==> config.mk <==
export PLATFORM = sky130hd
export DESIGN_NAME = rename_map_table_flat
export DESIGN_NICKNAME = d
export VERILOG_FILES = /design/src/rtl/rename_map_table_if.sv /design/src/rtl/rename_map_table.sv /design/src/flat_wrapper.sv
export SDC_FILE = /design/constraint.sdc
export NUM_CORES = 1
export LEC_CHECK = 0
export CAP_MARGIN = 30
export CORE_AREA = 2 2 266 268
export DETAILED_ROUTE_END_ITERATION = 10
export DIE_AREA = 0 0 268 270
export HOLD_SLACK_MARGIN = 0.05
export PLACE_DENSITY_LB_ADDON = 0.25
export SKIP_LAST_GASP = 1
export SLEW_MARGIN = 0
export SYNTH_ARGS = -nofsm -noshare
export SYNTH_HDL_FRONTEND = slang
export SYNTH_SLANG_ARGS = --single-unit
==> constraint.sdc <==
create_clock -name clk -period 5.77 [get_ports clk]
set_input_delay 1.154 -clock clk [delete_from_list [all_inputs] [get_ports clk]]
set_output_delay 1.154 -clock clk [all_outputs]
set_load 0.02 [all_outputs]
==> src/rtl/rename_map_table_if.sv <==
// Rename-stage bus: dispatch rename request/response, CDB wakeup,
// ROB retire and the free-list dequeue/enqueue handshakes.
//   master : the dispatch/ROB/CDB/free-list side driving requests
//   slave  : rename_map_table
interface rename_map_table_if #(
  parameter int unsigned AR_W = 5,
  parameter int unsigned PR_W = 6
);
  // dispatch rename request
  logic            rename_en;
  logic [AR_W-1:0] dest_ar;
  logic [AR_W-1:0] src1_ar;
  logic [AR_W-1:0] src2_ar;
  // free-list dequeue side
  logic [PR_W-1:0] new_pr;
  logic            new_pr_valid;
  logic            need_pr;
  // rename response
  logic [PR_W-1:0] src1_pr;
  logic            src1_ready;
  logic [PR_W-1:0] src2_pr;
  logic            src2_ready;
  logic [PR_W-1:0] old_pr;
  logic            rename_done;
  logic            rename_stall;
  // completion broadcast
  logic            cdb_en;
  logic [PR_W-1:0] cdb_pr;
  // retire and free-list enqueue side
  logic            retire_en;
  logic [AR_W-1:0] retire_ar;
  logic [PR_W-1:0] retire_pr;
  logic            free_en;
  logic [PR_W-1:0] free_pr;
  // mispredict recovery
  logic            recover_en;

  modport master (
    output rename_en, dest_ar, src1_ar, src2_ar, new_pr, new_pr_valid,
           cdb_en, cdb_pr, retire_en, retire_ar, retire_pr, recover_en,
    input  need_pr, src1_pr, src1_ready, src2_pr, src2_ready, old_pr,
           rename_done, rename_stall, free_en, free_pr
  );

  modport slave (
    input  rename_en, dest_ar, src1_ar, src2_ar, new_pr, new_pr_valid,
           cdb_en, cdb_pr, retire_en, retire_ar, retire_pr, recover_en,
    output need_pr, src1_pr, src1_ready, src2_pr, src2_ready, old_pr,
           rename_done, rename_stall, free_en, free_pr
  );
endinterface

==> src/rtl/rename_map_table.sv <==
// Register rename map table: speculative map, per-PR ready bits and the
// architectural (retirement) map. Renames consume PRs from the free list,
// retires return the superseded PR one cycle later, and a mispredict
// restores the speculative map from the architectural map.
// Ports:
//   clk   : rising-edge clock
//   reset : asynchronous, active-low
//   bus   : rename_map_table_if.slave (rename, CDB, retire, recover,
//           free-list dequeue/enqueue)
// Source lookups, old_pr, need_pr, rename_done and rename_stall are
// combinational; free_en/free_pr are registered.
module rename_map_table #(
  parameter int unsigned ARCH_REGS = 32,
  parameter int unsigned PHYS_REGS = 64,
  parameter int unsigned AR_W      = 5,
  parameter int unsigned PR_W      = 6
) (
  input  logic                clk,
  input  logic                reset,
  rename_map_table_if.slave   bus
);

  logic [PR_W-1:0]      spec_map [ARCH_REGS];
  logic [PR_W-1:0]      arch_map [ARCH_REGS];
  logic [PHYS_REGS-1:0] ready;

  logic rename_done_int;
  logic rename_write;
  logic retire_write;

  // Accept/stall decode and combinational source/old lookups.
  always_comb begin
    rename_done_int = 1'b0;
    rename_write    = 1'b0;
    retire_write    = 1'b0;
    bus.need_pr      = 1'b0;
    bus.rename_done  = 1'b0;
    bus.rename_stall = 1'b0;
    bus.src1_pr      = '0;
    bus.src1_ready   = 1'b1;
    bus.src2_pr      = '0;
    bus.src2_ready   = 1'b1;
    bus.old_pr       = '0;

    rename_done_int = bus.rename_en & ~bus.recover_en &
                      ((bus.dest_ar == '0) | bus.new_pr_valid);
    rename_write    = rename_done_int & (bus.dest_ar != '0);
    retire_write    = bus.retire_en & (bus.retire_ar != '0);

    bus.need_pr      = bus.rename_en & (bus.dest_ar != '0) & ~bus.recover_en;
    bus.rename_done  = rename_done_int;
    bus.rename_stall = bus.rename_en & ~rename_done_int;

    // AR 0 is the zero register: PR 0, always ready.
    if (bus.src1_ar != '0) begin
      bus.src1_pr    = spec_map[bus.src1_ar];
      bus.src1_ready = ready[bus.src1_pr] |
                       (bus.cdb_en & (bus.cdb_pr == bus.src1_pr));
    end
    if (bus.src2_ar != '0) begin
      bus.src2_pr    = spec_map[bus.src2_ar];
      bus.src2_ready = ready[bus.src2_pr] |
                       (bus.cdb_en & (bus.cdb_pr == bus.src2_pr));
    end
    if (bus.dest_ar != '0) begin
      bus.old_pr = spec_map[bus.dest_ar];
    end
  end

  // Architectural map and the registered free-list enqueue.
  always_ff @(posedge clk or negedge reset) begin
    if (!reset) begin
      for (int unsigned i = 0; i < ARCH_REGS; i++) begin
        arch_map[i] <= PR_W'(i);
      end
      bus.free_en <= 1'b0;
      bus.free_pr <= '0;
    end else begin
      bus.free_en <= retire_write;
      if (retire_write) begin
        arch_map[bus.retire_ar] <= bus.retire_pr;
        bus.free_pr             <= arch_map[bus.retire_ar];
      end
    end
  end

  // Speculative map and ready bits; recover overrides rename.
  always_ff @(posedge clk or negedge reset) begin
    if (!reset) begin
      for (int unsigned i = 0; i < ARCH_REGS; i++) begin
        spec_map[i] <= PR_W'(i);
      end
      ready <= '1;
    end else if (bus.recover_en) begin
      // Restore from the arch map with this cycle's retire folded in.
      for (int unsigned i = 0; i < ARCH_REGS; i++) begin
        if (retire_write && (bus.retire_ar == AR_W'(i))) begin
          spec_map[i] <= bus.retire_pr;
        end else begin
          spec_map[i] <= arch_map[i];
        end
      end
      ready <= '1;
    end else begin
      if (bus.cdb_en) begin
        ready[bus.cdb_pr] <= 1'b1;
      end
      // Issued after the CDB set so a same-PR clear wins.
      if (rename_write) begin
        spec_map[bus.dest_ar] <= bus.new_pr;
        ready[bus.new_pr]     <= 1'b0;
      end
    end
  end

endmodule

==> src/flat_wrapper.sv <==
// flat-port wrapper written by rule: the top's interface ports become plain ports
module rename_map_table_flat 
#(
  parameter int unsigned ARCH_REGS = 32,
  parameter int unsigned PHYS_REGS = 64,
  parameter int unsigned AR_W      = 5,
  parameter int unsigned PR_W      = 6
)
  (clk, reset, bus_rename_en, bus_dest_ar, bus_src1_ar, bus_src2_ar, bus_new_pr, bus_new_pr_valid, bus_cdb_en, bus_cdb_pr, bus_retire_en, bus_retire_ar, bus_retire_pr, bus_recover_en, bus_need_pr, bus_src1_pr, bus_src1_ready, bus_src2_pr, bus_src2_ready, bus_old_pr, bus_rename_done, bus_rename_stall, bus_free_en, bus_free_pr);
  rename_map_table_if #(.AR_W(AR_W), .PR_W(PR_W)) bus_i ();
  input  logic clk;
  input  logic reset;
  input wire logic [$bits(bus_i.rename_en)-1:0] bus_rename_en;
  input wire logic [$bits(bus_i.dest_ar)-1:0] bus_dest_ar;
  input wire logic [$bits(bus_i.src1_ar)-1:0] bus_src1_ar;
  input wire logic [$bits(bus_i.src2_ar)-1:0] bus_src2_ar;
  input wire logic [$bits(bus_i.new_pr)-1:0] bus_new_pr;
  input wire logic [$bits(bus_i.new_pr_valid)-1:0] bus_new_pr_valid;
  input wire logic [$bits(bus_i.cdb_en)-1:0] bus_cdb_en;
  input wire logic [$bits(bus_i.cdb_pr)-1:0] bus_cdb_pr;
  input wire logic [$bits(bus_i.retire_en)-1:0] bus_retire_en;
  input wire logic [$bits(bus_i.retire_ar)-1:0] bus_retire_ar;
  input wire logic [$bits(bus_i.retire_pr)-1:0] bus_retire_pr;
  input wire logic [$bits(bus_i.recover_en)-1:0] bus_recover_en;
  output wire logic [$bits(bus_i.need_pr)-1:0] bus_need_pr;
  output wire logic [$bits(bus_i.src1_pr)-1:0] bus_src1_pr;
  output wire logic [$bits(bus_i.src1_ready)-1:0] bus_src1_ready;
  output wire logic [$bits(bus_i.src2_pr)-1:0] bus_src2_pr;
  output wire logic [$bits(bus_i.src2_ready)-1:0] bus_src2_ready;
  output wire logic [$bits(bus_i.old_pr)-1:0] bus_old_pr;
  output wire logic [$bits(bus_i.rename_done)-1:0] bus_rename_done;
  output wire logic [$bits(bus_i.rename_stall)-1:0] bus_rename_stall;
  output wire logic [$bits(bus_i.free_en)-1:0] bus_free_en;
  output wire logic [$bits(bus_i.free_pr)-1:0] bus_free_pr;
  assign bus_i.rename_en = bus_rename_en;
  assign bus_i.dest_ar = bus_dest_ar;
  assign bus_i.src1_ar = bus_src1_ar;
  assign bus_i.src2_ar = bus_src2_ar;
  assign bus_i.new_pr = bus_new_pr;
  assign bus_i.new_pr_valid = bus_new_pr_valid;
  assign bus_i.cdb_en = bus_cdb_en;
  assign bus_i.cdb_pr = bus_cdb_pr;
  assign bus_i.retire_en = bus_retire_en;
  assign bus_i.retire_ar = bus_retire_ar;
  assign bus_i.retire_pr = bus_retire_pr;
  assign bus_i.recover_en = bus_recover_en;
  assign bus_need_pr = bus_i.need_pr;
  assign bus_src1_pr = bus_i.src1_pr;
  assign bus_src1_ready = bus_i.src1_ready;
  assign bus_src2_pr = bus_i.src2_pr;
  assign bus_src2_ready = bus_i.src2_ready;
  assign bus_old_pr = bus_i.old_pr;
  assign bus_rename_done = bus_i.rename_done;
  assign bus_rename_stall = bus_i.rename_stall;
  assign bus_free_en = bus_i.free_en;
  assign bus_free_pr = bus_i.free_pr;
  rename_map_table #(.ARCH_REGS(ARCH_REGS), .PHYS_REGS(PHYS_REGS), .AR_W(AR_W), .PR_W(PR_W)) u_core (.clk(clk), .reset(reset), .bus(bus_i));
endmodule
==> flow_summary.ini <==
[power]
power_switching_mw = 3.22
power.density_cell_area_mw_per_mm2 = 318
power.combinational.fraction = 0.248
share_seq_of_total_power = 0.438
p_sw_frac = 0.319
power.share.clock = 0.314
power.internal_mw = 6.85
total_power_mw = 10.1
cellLeakagePower_nw = 12.8
ir_drop_uv = 210

[sta]
hold_violations = 0
grt_setup_unrepaired = true
max_freq_ghz = 0.173
final_min_period_over_clock_period = 1.00
finalCriticalPeriod_ps = 5770
final_critical_path_setup_slack_ps = 2.31
report.final.setup_viol = 0
slew_violations = 0
final.setup_skew_ps = 25.4
slew_headroom = 0.326
max_slew.worst_pin.slew_ps = 1010

[placement]
post-place-ws_ps = -515
placed_cell_area_mm2 = 0.0300
finalWeightedCongestion = 0.969
post-dp-hpwl_mm = 73.5
port_buffers = 74

[setup_path]
slowest_stage = sky130_fd_sc_hd__clkdlybuf4s50_1
worst_path_largest_cell_delay_ps = 510
required_time_worst_endpoint_ps = 4620
end_kind = output pin
setup.worst_path.start = bus_src2_ar[3]
r2r_start = u_core.arch_map[189]$_DFFE_PN0P_
cells_traversed_along_the_worst_timing_path = clkdlybuf4s50_1 > buf_12 > mux4_2 > mux2i_2 > o22ai_1 > o22ai_2 > buf_4 > nor2_1 > a22oi_1 > o211ai_1 > mux4_2 > and3_1 > a31oi_1 > buf_2
crit_fanout = 16
timing.setup.critical_path_class = in -> out
critPathArrivalTime_ps = 4610
start_kind = primary input
crit_path_frequent_cell = sky130_fd_sc_hd__mux4_2

[floorplanning]
core_mm2 = 0.0695
start_util = 0.395
die_h_um = 270
chipWidth_um = 268
dieArea_mm2 = 0.0724
boundaryPins = 75
row_count = 97

[grt]
grt_pass1_vias = 21600
antenna_found_initial = 3
grt_overflow = 0
gr-usage-all-layers = 0.279
largest_net_degree_at_the_start_of_global_routing = 140
global_route_wire_length_before_repair_mm = 149

[route]
finalWirelength_mm = 101
drc_errors = 0
vias_per_cell = 6.19
drtAntennaViolNets = 0
drt_first_pass_iters = 6
routed_wire_length_per_instance_um = 29.1
first_iter_violations = 2603
route.vias.total = 21400

[clock_tree]
root_buffer = sky130_fd_sc_hd__clkbuf_16
cts.sink_count = 455
cts-root-to-sink-buffers = 3
tritoncts = yes
clk-insertion-delay-late_ps = 610
inserted_clock_buffers = 51
clk_transition_reported_paths_ps = 60
number_of_h_tree_levels = 2

[final_layout]
commonest_cells_after_routing_fill_and_taps_aside = sky130_fd_sc_hd__mux2i_1, sky130_fd_sc_hd__nand2_1, sky130_fd_sc_hd__dfrtp_1
mostFrequentLayoutCell = sky130_fd_sc_hd__mux2i_1
drive_gt1_frac = 0.372
nets = 2523
areaGrowthSynthToFinish_pct = 15.1
final_area_mm2 = 0.0316

[logic_synthesis]
synth_largest_area_cell = sky130_fd_sc_hd__dfstp_2
synthesis.area_per_instance_um2 = 11.5
async_flop_share = 1.00
yosysWarningCount = 0
synth_top_cell_area_share = 0.214
synth.cell_area_mm2 = 0.0275
synth_seq_area_share = 0.425
ys_dominant_reg_cell = sky130_fd_sc_hd__dfrtp_1
synth_nets = 2423
yosys_register_bits = 455
synthesis.instances = 2378
post_synth_edffs = 0
number_of_distinct_library_cells_after_synthesis = 61
post_synth_main_area_contributors = sky130_fd_sc_hd__dfstp_2, sky130_fd_sc_hd__dfrtp_1, sky130_fd_sc_hd__mux4_2, sky130_fd_sc_hd__mux2i_1, sky130_fd_sc_hd__mux2_2

[outcome]
outcome = finished, final reports clean

[run]
maxCapViolations = 0

[min_path]
hold_path_class = reg -> reg
min_from = u_core.arch_map[190]$_DFFE_PN0P_
==> area by class of cell <==
type                    count  area [um2]
inverters                  10        37.5
multi-input cells        1710       14900
well taps                 940        1180
flip-flops and latches    455       11700
diodes                      2        5.00
fillers                  6450       37900
clock inverters            20         128
clock buffers              75        1480
repair buffers            250        2210
==> power by group through the flow <==
stage | Combinational (mW) | Clock [mW] | Sequential [mW]
finish | 2.50 | 3.16 | 4.41
global route | 2.65 | 3.34 | 4.46
global placement | 2.44 | 0 | 4.39
CTS | 2.48 | 3.21 | 4.38
detailed placement | 2.47 | 0 | 4.43
floorplan | 1.59 | 0 | 4.17
==> flip-flops by register name, indices dropped and copies added (netlist names) <==
signal,flops
u_core.arch_map,192
u_core.spec_map,192
u_core.ready,64
u_core.bus.free_pr,6
u_core.bus.free_en,1
==> synthesized netlist by cell type (all sizes together), types with 3 or more instances <==
master / number
or2: 26
dfstp: 224
a22oi: 31
o211ai: 9
nand3: 23
and3b: 5
a22o: 8
xor2: 4
xnor2: 8
a21oi: 99
nand2: 251
and2: 9
nor3: 22
and3: 7
mux4: 187
buf: 69
nand2b: 16
mux2: 212
inv: 10
nand4b: 4
nor3b: 11
clkbuf: 134
o22ai: 8
or3: 3
o21ai: 198
nand4: 14
mux2i: 304
o21bai: 43
dfrtp: 231
nor2: 127
a211oi: 5
a221oi: 7
nand3b: 7
a31oi: 12
nor2b: 31
==> path summary, 6_finish.rpt <==
| path | slack [ps] | cells after the start | end |
|---|---|---|---|
| max reg2reg | 3780 | 4 | u_core.bus.free_pr[3]$_DFFE_PN0P_ |
| max | 2 | 14 | bus_src2_ready |
| min in group asynchronous | 590 | 1 | u_core.arch_map[140]$_DFFE_PN0P_ |
| min reg2reg | 400 | 0 | u_core.arch_map[190]$_DFFE_PN0P_ |
| max in group asynchronous | 3740 | 2 | u_core.arch_map[93]$_DFFE_PN0P_ |
| min | 400 | 0 | u_core.arch_map[190]$_DFFE_PN0P_ |
==> per-layer routing <==
metal / track usage / wire, um / up-vias
li1: - / - / 9016
met1: 0.411 / 44100 / 11200
met2: 0.432 / 46100 / 1086
met3: 0.0439 / 8260 / 151
met4: 0.0666 / 2380 / 2
met5: 0 / 47 / -
==> stage by stage <==
step,instances,util,TNS (ps),hold WS [ps]
floorplan,2378,-,0,440
global placement,3358,0.431,-717,385
detailed placement,3365,0.431,-751,390
CTS,3460,0.455,-131,405
global route,3462,0.455,-54.5,419
finish,3462,0.455,0,404
==> critical path, delay by kind of cell <==
| kind | cells | cell delay, ps |
|---|---|---|
| AOI/OAI and AO/OA | 5 | 980 |
| muxes | 3 | 1070 |
| and+or+nand+nor | 2 | 290 |
| buffers and inverters | 4 | 1100 |
==> logic make-up after synthesis <==
| family | after synthesis | share of synthesized area |
|---|---|---|
| mux | 703 | 0.352 |
| simple gates | 565 | 0.0948 |
| flops | 455 | 0.425 |
| compound gates | 430 | 0.0918 |
| buf+inv | 213 | 0.0331 |
| xor+xnor | 12 | 0.00383 |
==> what timing repair did <==
| action | 4_1_cts | 5_1_grt |
|---|---|---|
| setup endpoints to repair | 2 | 2 |
| cloned | 0 | 0 |
| buffers inserted | 0 | 0 |
| gates resized for setup | 4 | 7 |
| hold buffers | 0 | 0 |
Note: power is estimated with default switching activity, not from simulation.
